<file path="src/rtl/pc_pkg.sv">
// Shared types and helpers for the pc_node endpoint.
// ASCII MAC decode, widths and FSM encodings.
package pc_pkg;

  localparam int MAC_W = 48;
  localparam int HDR_W = 96;
  localparam logic [MAC_W-1:0] BROADCAST_MAC = 48'hFFFF_FFFF_FFFF;

  typedef enum logic [2:0] {
    TX_IDLE,
    TX_START,
    TX_DATA,
    TX_STOP,
    TX_GAP
  } tx_state_e;

  typedef enum logic [1:0] {
    RX_HUNT,
    RX_DATA,
    RX_STOP
  } rx_state_e;

  function automatic logic [3:0] ascii_hex_to_nibble(
    input logic [7:0] c
  );
    logic [3:0] n;
    n = 4'h0;
    unique case (1'b1)
      (c >= 8'h30 && c <= 8'h39): n = 4'(c - 8'h30);
      (c >= 8'h41 && c <= 8'h46): n = 4'(c - 8'h37);
      (c >= 8'h61 && c <= 8'h66): n = 4'(c - 8'h57);
      default:                    n = 4'h0;
    endcase
    return n;
  endfunction

  // Character at [95:88] becomes nibble [47:44]
  function automatic logic [MAC_W-1:0] ascii_to_mac(
    input logic [HDR_W-1:0] a
  );
    logic [MAC_W-1:0] m;
    m = '0;
    for (int i = 0; i < 12; i++) begin
      m[4*i +: 4] = ascii_hex_to_nibble(a[8*i +: 8]);
    end
    return m;
  endfunction

endpackage

</file>
<file path="src/rtl/pc_node_if.sv">
// Endpoint bus: MAC config, serial lines and receive status.
// slave = the node, master = whatever drives/observes it.
interface pc_if #(
  parameter int DATA_LEN = 656
);
  logic [95:0]          mac_address;
  logic                 rx;
  logic                 tx;
  logic                 rx_valid;
  logic [47:0]          rx_src_mac;
  logic [DATA_LEN-97:0] rx_payload;

  modport slave (
    input  mac_address,
    input  rx,
    output tx,
    output rx_valid,
    output rx_src_mac,
    output rx_payload
  );

  modport master (
    output mac_address,
    output rx,
    input  tx,
    input  rx_valid,
    input  rx_src_mac,
    input  rx_payload
  );
endinterface

</file>
<file path="src/rtl/pc_node_serial_rx.sv">
// Serial frame receiver with destination address filter.
// Accepted frames update src/payload and pulse valid_o.
module pc_serial_rx
  import pc_pkg::*;
#(
  parameter int DATA_LEN = 656
) (
  input  logic                      clk_i,
  input  logic                      rst_ni,
  input  logic                      rx_i,
  input  logic [MAC_W-1:0]          own_mac_i,
  output logic                      valid_o,
  output logic [MAC_W-1:0]          src_mac_o,
  output logic [DATA_LEN-HDR_W-1:0] payload_o
);

  localparam int PAY_W = DATA_LEN - HDR_W;
  localparam int CW    = $clog2(DATA_LEN);

  rx_state_e               st_q, st_d;
  logic [DATA_LEN-1:0]     sh_q, sh_d;
  logic [CW-1:0]           cnt_q, cnt_d;
  logic                    valid_q, valid_d;
  logic [MAC_W-1:0]        src_q, src_d;
  logic [PAY_W-1:0]        pay_q, pay_d;
  logic [MAC_W-1:0]        dst;
  logic                    hit;

  assign dst = sh_q[DATA_LEN-1 -: MAC_W];
  assign hit = (dst == own_mac_i) || (dst == BROADCAST_MAC);

  always_ff @(posedge clk_i) begin
    if (!rst_ni) begin
      st_q    <= RX_HUNT;
      sh_q    <= '0;
      cnt_q   <= '0;
      valid_q <= 1'b0;
      src_q   <= '0;
      pay_q   <= '0;
    end else begin
      st_q    <= st_d;
      sh_q    <= sh_d;
      cnt_q   <= cnt_d;
      valid_q <= valid_d;
      src_q   <= src_d;
      pay_q   <= pay_d;
    end
  end

  always_comb begin
    st_d    = st_q;
    sh_d    = sh_q;
    cnt_d   = cnt_q;
    valid_d = 1'b0;
    src_d   = src_q;
    pay_d   = pay_q;
    unique case (st_q)
      RX_HUNT: begin
        if (!rx_i) begin
          st_d  = RX_DATA;
          cnt_d = '0;
        end
      end
      RX_DATA: begin
        sh_d = {sh_q[DATA_LEN-2:0], rx_i};
        if (cnt_q == CW'(DATA_LEN - 1)) begin
          st_d = RX_STOP;
        end else begin
          cnt_d = cnt_q + CW'(1);
        end
      end
      RX_STOP: begin
        // A low stop bit is a framing error: drop silently
        st_d = RX_HUNT;
        if (rx_i && hit) begin
          valid_d = 1'b1;
          src_d   = sh_q[DATA_LEN-MAC_W-1 -: MAC_W];
          pay_d   = sh_q[PAY_W-1:0];
        end
      end
      default: st_d = RX_HUNT;
    endcase
  end

  assign valid_o   = valid_q;
  assign src_mac_o = src_q;
  assign payload_o = pay_q;

endmodule

</file>
<file path="src/rtl/pc_node.sv">
// Hub endpoint: repeating serial frame transmitter plus
// filtered serial receiver, MAC given as 12 ASCII hex chars.
module pc_node
  import pc_pkg::*;
#(
  parameter int              data_len = 656,
  parameter logic [MAC_W-1:0] dest_mac = 48'hFFFF_FFFF_FFFF,
  parameter int              tx_gap   = 16
) (
  input logic clk,
  input logic reset,
  pc_if.slave bus
);

  localparam int PAY_W = data_len - HDR_W;
  localparam int CW    = $clog2(data_len + 1);
  localparam int GW    = $clog2(tx_gap + 1);

  function automatic logic [PAY_W-1:0] mk_payload();
    logic [PAY_W-1:0] p;
    p = '0;
    for (int k = 0; k < PAY_W / 8; k++) begin
      p[PAY_W-1-8*k -: 8] = 8'(k);
    end
    return p;
  endfunction

  localparam logic [PAY_W-1:0] PAYLOAD = mk_payload();

  logic [MAC_W-1:0]    own_mac;
  tx_state_e           st_q, st_d;
  logic                tx_q, tx_d;
  logic [data_len-1:0] sh_q, sh_d;
  logic [CW-1:0]       cnt_q, cnt_d;
  logic [GW-1:0]       gap_q, gap_d;

  assign own_mac = ascii_to_mac(bus.mac_address);

  always_ff @(posedge clk) begin
    if (!reset) begin
      st_q  <= TX_IDLE;
      tx_q  <= 1'b1;
      sh_q  <= '0;
      cnt_q <= '0;
      gap_q <= '0;
    end else begin
      st_q  <= st_d;
      tx_q  <= tx_d;
      sh_q  <= sh_d;
      cnt_q <= cnt_d;
      gap_q <= gap_d;
    end
  end

  // State names the bit currently on the line; the MAC is
  // captured into the shifter together with the start bit.
  always_comb begin
    st_d  = st_q;
    tx_d  = tx_q;
    sh_d  = sh_q;
    cnt_d = cnt_q;
    gap_d = gap_q;
    unique case (st_q)
      TX_IDLE: begin
        st_d = TX_START;
        tx_d = 1'b0;
        sh_d = {dest_mac, own_mac, PAYLOAD};
      end
      TX_START: begin
        st_d  = TX_DATA;
        tx_d  = sh_q[data_len-1];
        sh_d  = {sh_q[data_len-2:0], 1'b0};
        cnt_d = CW'(1);
      end
      TX_DATA: begin
        if (cnt_q == CW'(data_len)) begin
          st_d = TX_STOP;
          tx_d = 1'b1;
        end else begin
          tx_d  = sh_q[data_len-1];
          sh_d  = {sh_q[data_len-2:0], 1'b0};
          cnt_d = cnt_q + CW'(1);
        end
      end
      TX_STOP: begin
        st_d  = TX_GAP;
        tx_d  = 1'b1;
        gap_d = GW'(1);
      end
      TX_GAP: begin
        if (gap_q == GW'(tx_gap)) begin
          st_d = TX_START;
          tx_d = 1'b0;
          sh_d = {dest_mac, own_mac, PAYLOAD};
        end else begin
          gap_d = gap_q + GW'(1);
        end
      end
      default: begin
        st_d = TX_IDLE;
        tx_d = 1'b1;
      end
    endcase
  end

  assign bus.tx = tx_q;

  pc_serial_rx #(
    .DATA_LEN(data_len)
  ) u_rx (
    .clk_i     (clk),
    .rst_ni    (reset),
    .rx_i      (bus.rx),
    .own_mac_i (own_mac),
    .valid_o   (bus.rx_valid),
    .src_mac_o (bus.rx_src_mac),
    .payload_o (bus.rx_payload)
  );

endmodule

</file>
<file path="src/flat_wrapper.sv">
// flat-port wrapper written by rule: the top's interface ports become plain ports
module pc_node_flat import pc_pkg::*;
#(
  parameter int              data_len = 656,
  parameter logic [MAC_W-1:0] dest_mac = 48'hFFFF_FFFF_FFFF,
  parameter int              tx_gap   = 16
)
  (clk, reset, bus_mac_address, bus_rx, bus_tx, bus_rx_valid, bus_rx_src_mac, bus_rx_payload);
  pc_if #(.DATA_LEN((656))) bus_i ();
  input logic clk;
  input logic reset;
  input wire logic [$bits(bus_i.mac_address)-1:0] bus_mac_address;
  input wire logic [$bits(bus_i.rx)-1:0] bus_rx;
  output wire logic [$bits(bus_i.tx)-1:0] bus_tx;
  output wire logic [$bits(bus_i.rx_valid)-1:0] bus_rx_valid;
  output wire logic [$bits(bus_i.rx_src_mac)-1:0] bus_rx_src_mac;
  output wire logic [$bits(bus_i.rx_payload)-1:0] bus_rx_payload;
  assign bus_i.mac_address = bus_mac_address;
  assign bus_i.rx = bus_rx;
  assign bus_tx = bus_i.tx;
  assign bus_rx_valid = bus_i.rx_valid;
  assign bus_rx_src_mac = bus_i.rx_src_mac;
  assign bus_rx_payload = bus_i.rx_payload;
  pc_node #(.data_len(data_len), .dest_mac(dest_mac), .tx_gap(tx_gap)) u_core (.clk(clk), .reset(reset), .bus(bus_i));
endmodule
</file>
<file path="config.mk">
export PLATFORM = sky130hd
export DESIGN_NAME = pc_node_flat
export DESIGN_NICKNAME = d
export VERILOG_FILES = /design/src/rtl/pc_pkg.sv /design/src/rtl/pc_node_if.sv /design/src/rtl/pc_node_serial_rx.sv /design/src/rtl/pc_node.sv /design/src/flat_wrapper.sv
export SDC_FILE = /design/constraint.sdc
export NUM_CORES = 2
export LEC_CHECK = 0
export CAP_MARGIN = 25
export CORE_AREA = 2 2 408 410
export CTS_BUF_LIST = sky130_fd_sc_hd__clkbuf_4 sky130_fd_sc_hd__clkbuf_8
export DETAILED_ROUTE_END_ITERATION = 6
export DIE_AREA = 0 0 410 412
export GPL_TIMING_DRIVEN = 1
export PLACE_DENSITY = 0.69
export SETUP_SLACK_MARGIN = 0.4
export SLEW_MARGIN = 20
export SYNTH_ARGS = -nofsm -noshare
export SYNTH_HDL_FRONTEND = slang
export SYNTH_HIERARCHICAL = 1
export SYNTH_SLANG_ARGS = --single-unit
export TNS_END_PERCENT = 1
</file>
<file path="constraint.sdc">
create_clock -name clk -period 5.3 [get_ports clk]
set_input_delay 1.325 -clock clk [delete_from_list [all_inputs] [get_ports clk]]
set_output_delay 1.325 -clock clk [all_outputs]
set_load 0.01 [all_outputs]
</file>
==> impl_results.md <==
* Outcome: complete, but fails checks
* Failing checks: design-rule violations
* Crit. End Element: flip-flop
* DRC violations left at 13
* Nets at 8649
* Post-synth top flop: dfxtp_1
* Clock Path Buffers at 4
* First-pass GRT wire length at 294 mm
* Commonest cells after routing, fill and taps aside: nand2_1, dfxtp_1, a21oi_1
* Initial DRC Count at 5216
* Avg Inst Size Synth at 8.76 µm²
* Post-DRT Antenna Nets at 0
* DR vias at 57600
* Crit-path max FO at 38
* VDD IR max at 0.000601 V
* P per Cell Area at 408 mW/mm²
* Setup bufs post-CTS at 0
* Maxcap violations at 0
* Setup tns final at 0 ns
* CP Data Arrival Time at 5.37 ns
* Synth-to-Final Area Change at 21.9%
* IO Pins at 709
* Met2 usage at 0.333
* Power after layout at 34900 µW
* Final period util at 0.843
* Syn Nets at 8153
* Die Y-Extent at 412 µm
* Core Region at 0.164 mm²
* Library cells used by synthesis at 72
* Slowest-stage cell, CP: a2111oi_2
* Worst-Margin Slew at 1.24 ns
* Total CTS buffers at 329
* Critical Path RT at 6.20 ns
* Cell Area, Synth at 0.0702 mm²
* Fraction of final layout cells sized beyond drive strength 1 at 0.103
* Unrepaired setup endpoints after global routing: false
* Initial core utilization at 0.428
* Global routing usage on met1 at 0.279
* Worst Hold Class: reg2reg
* Post-route minimum period at 4.47 ns
* Overall Global Routing Usage at 0.211
* Num rows at 149
* Yosys warns at 6
* Finished Layout Cells at 10900
* Wire per inst at 17.2 µm
* Overflow after GRT at 0
* GPL Wtd Cong at 0.850
* Cells after DPL at 10400
* Clock sinks at 1952
* HPWL Detailed at 117 mm
* Sequential share of the synthesized area at 0.556
* Max-slew violations at 0
* EDFF count, synth at 0
* Post-CTS sizing at 0
* Initial antenna violation count at 1
* CTS tree: built
* CTS root buf: clkbuf_8
* Crit Path Class: in2reg
* Largest net degree at the start of global routing at 343
* Full die area at 0.169 mm²
* Pre-antenna DRT Iters at 7
* #FFs+latches synth at 1952
* Port buffer count at 708
* Clk slew on worst S/H paths at 0.06 ns
* Lkg Pwr at 0.0288 µW
* Filler Cell Count at 14900
* Total Wirelength at 188 mm
* CTS hold repair buffers at 0
* Post-Synthesis Cells at 8013
* Skew final at 0.0891 ns
* Worst setup margin at 0.831 ns
* Async SR Flop Fraction at 0
* Slew headroom at 0.175
* Vias in the first global route at 54000
* CTS H-Tree Depth at 5
* Commonest non-fill, non-tap cell in the layout: nand2_1
* Skew-Pair Late Insertion Delay at 1.02 ns
* Pre-CTS WS at -0.0980 ns
* Avg Vias per Cell at 5.27
* Worst path cell trace: clkdlybuf4s50_1 -> inv_1 -> ha_1 -> o21bai_1 -> a2111oi_2 -> a22o_1 -> xor2_1 -> nor4_1 -> nand4_1 -> o41ai_4 -> buf_12 -> buf_4 -> nand2_1 -> a21oi_1
* R2R Setup Slk at 1.82 ns
* GR Layer Usage met3 at 0.0465
* Max Clk Rate at 224 MHz
* Most Used Layer, Global Route: met2
* Critical path launch point type: primary input
* Overall die width at 410 µm
* # setup viols final at 0
* Final Hold Viols at 0
* Slowest stage delay, CP at 0.56 ns
==> per-stage QoR <==
| stage | area, µm² | hold slack (ns) | utilization |
|---|---|---|---|
| 2_1_floorplan | 70200 | 0.430 | - |
| 3_3_place_gp | 78500 | 0.438 | 0.478 |
| 3_5_place_dp | 78600 | 0.442 | 0.478 |
| 4_1_cts | 85600 | 0.400 | 0.521 |
| 5_1_grt | 85600 | 0.434 | 0.521 |
| 6_report | 85600 | 0.405 | 0.521 |
==> routing by layer <==
metal	vias to the layer above	share of wire
met5	-	0
met4	0	0.037
met3	356	0.066
met2	1681	0.46
met1	27500	0.43
li1	28000	-
==> area by class of cell <==
type / count / area, µm² / share of cell area
diodes: 1 / 2.50 / 0.0000292
clock buffers: 517 / 6480 / 0.0757
repair buffers: 821 / 8570 / 0.100
multi-input cells: 5367 / 28000 / 0.328
flip-flops and latches: 1952 / 39100 / 0.456
well taps: 2189 / 2740 / 0.0320
clock inverters: 50 / 562 / 0.00656
inverters: 38 / 150 / 0.00175
==> logic make-up after synthesis <==
logic type,Yosys count,synth area share
AND/OR/NAND/NOR,3158,0.188
AO/OA/AOI/OAI,2069,0.190
flip-flops,1952,0.556
buffers and inverters,694,0.0450
XOR/XNOR,64,0.00809
adder cells (fa/ha/maj),41,0.00731
multiplexers,35,0.00517
==> state kept, by name (all words and copies together) (netlist names) <==
signal,cells
u_core/gap_q,5
u_core/cnt_q,10
u_core/u_rx/payload_o,560
u_core/sh_q,656
u_core/u_rx/valid_o,1
u_core/u_rx/sh_q,656
u_core/st_q,3
u_core/u_rx/cnt_q,10
u_core/bus.tx,1
u_core/u_rx/st_q,2
u_core/u_rx/src_mac_o,48
==> Yosys cell counts, types with 25 or more instances <==
cell type / number / area share
buf_2: 144 / 0.010
clkbuf_1: 436 / 0.023
buf_6: 29 / 0.0047
a21oi_1: 1275 / 0.091
nor2b_1: 364 / 0.032
mux2i_1: 25 / 0.0036
ha_1: 41 / 0.0073
a22oi_1: 357 / 0.038
xor2_1: 55 / 0.0069
nand3_1: 65 / 0.0046
o221a_2: 180 / 0.029
nand2_1: 2564 / 0.14
o21ai_0: 53 / 0.0038
buf_4: 42 / 0.0045
dfxtp_1: 1952 / 0.56
nor2_1: 51 / 0.0027
inv_1: 37 / 0.0020
o221a_1: 72 / 0.012
==> worst paths after layout <==
kind | from | endpoint | depth (start not counted)
worst max-delay path | bus_mac_address[65] | u_core/u_rx/payload_o[43] | 14
worst min-delay path | u_core/u_rx/sh_q[521] | u_core/u_rx/sh_q[522] | 2
worst max register to register | u_core/st_q[0] | u_core/sh_q[480] | 6
worst min register to register | u_core/u_rx/sh_q[521] | u_core/u_rx/sh_q[522] | 2
==> critical path, delay by kind of cell <==
kind            cells  cell delay, ns
fa+ha+maj           1            0.17
compound gates      5            1.69
xor+xnor            1            0.12
buf+inv             4            1.17
simple gates        3            0.82
==> power by group <==
group,switching [µW],internal [µW]
sequential,660,15900
combinational,2620,1590
clock,5920,8280
total,9200,25700
Note: power is estimated with default switching activity, not from simulation.
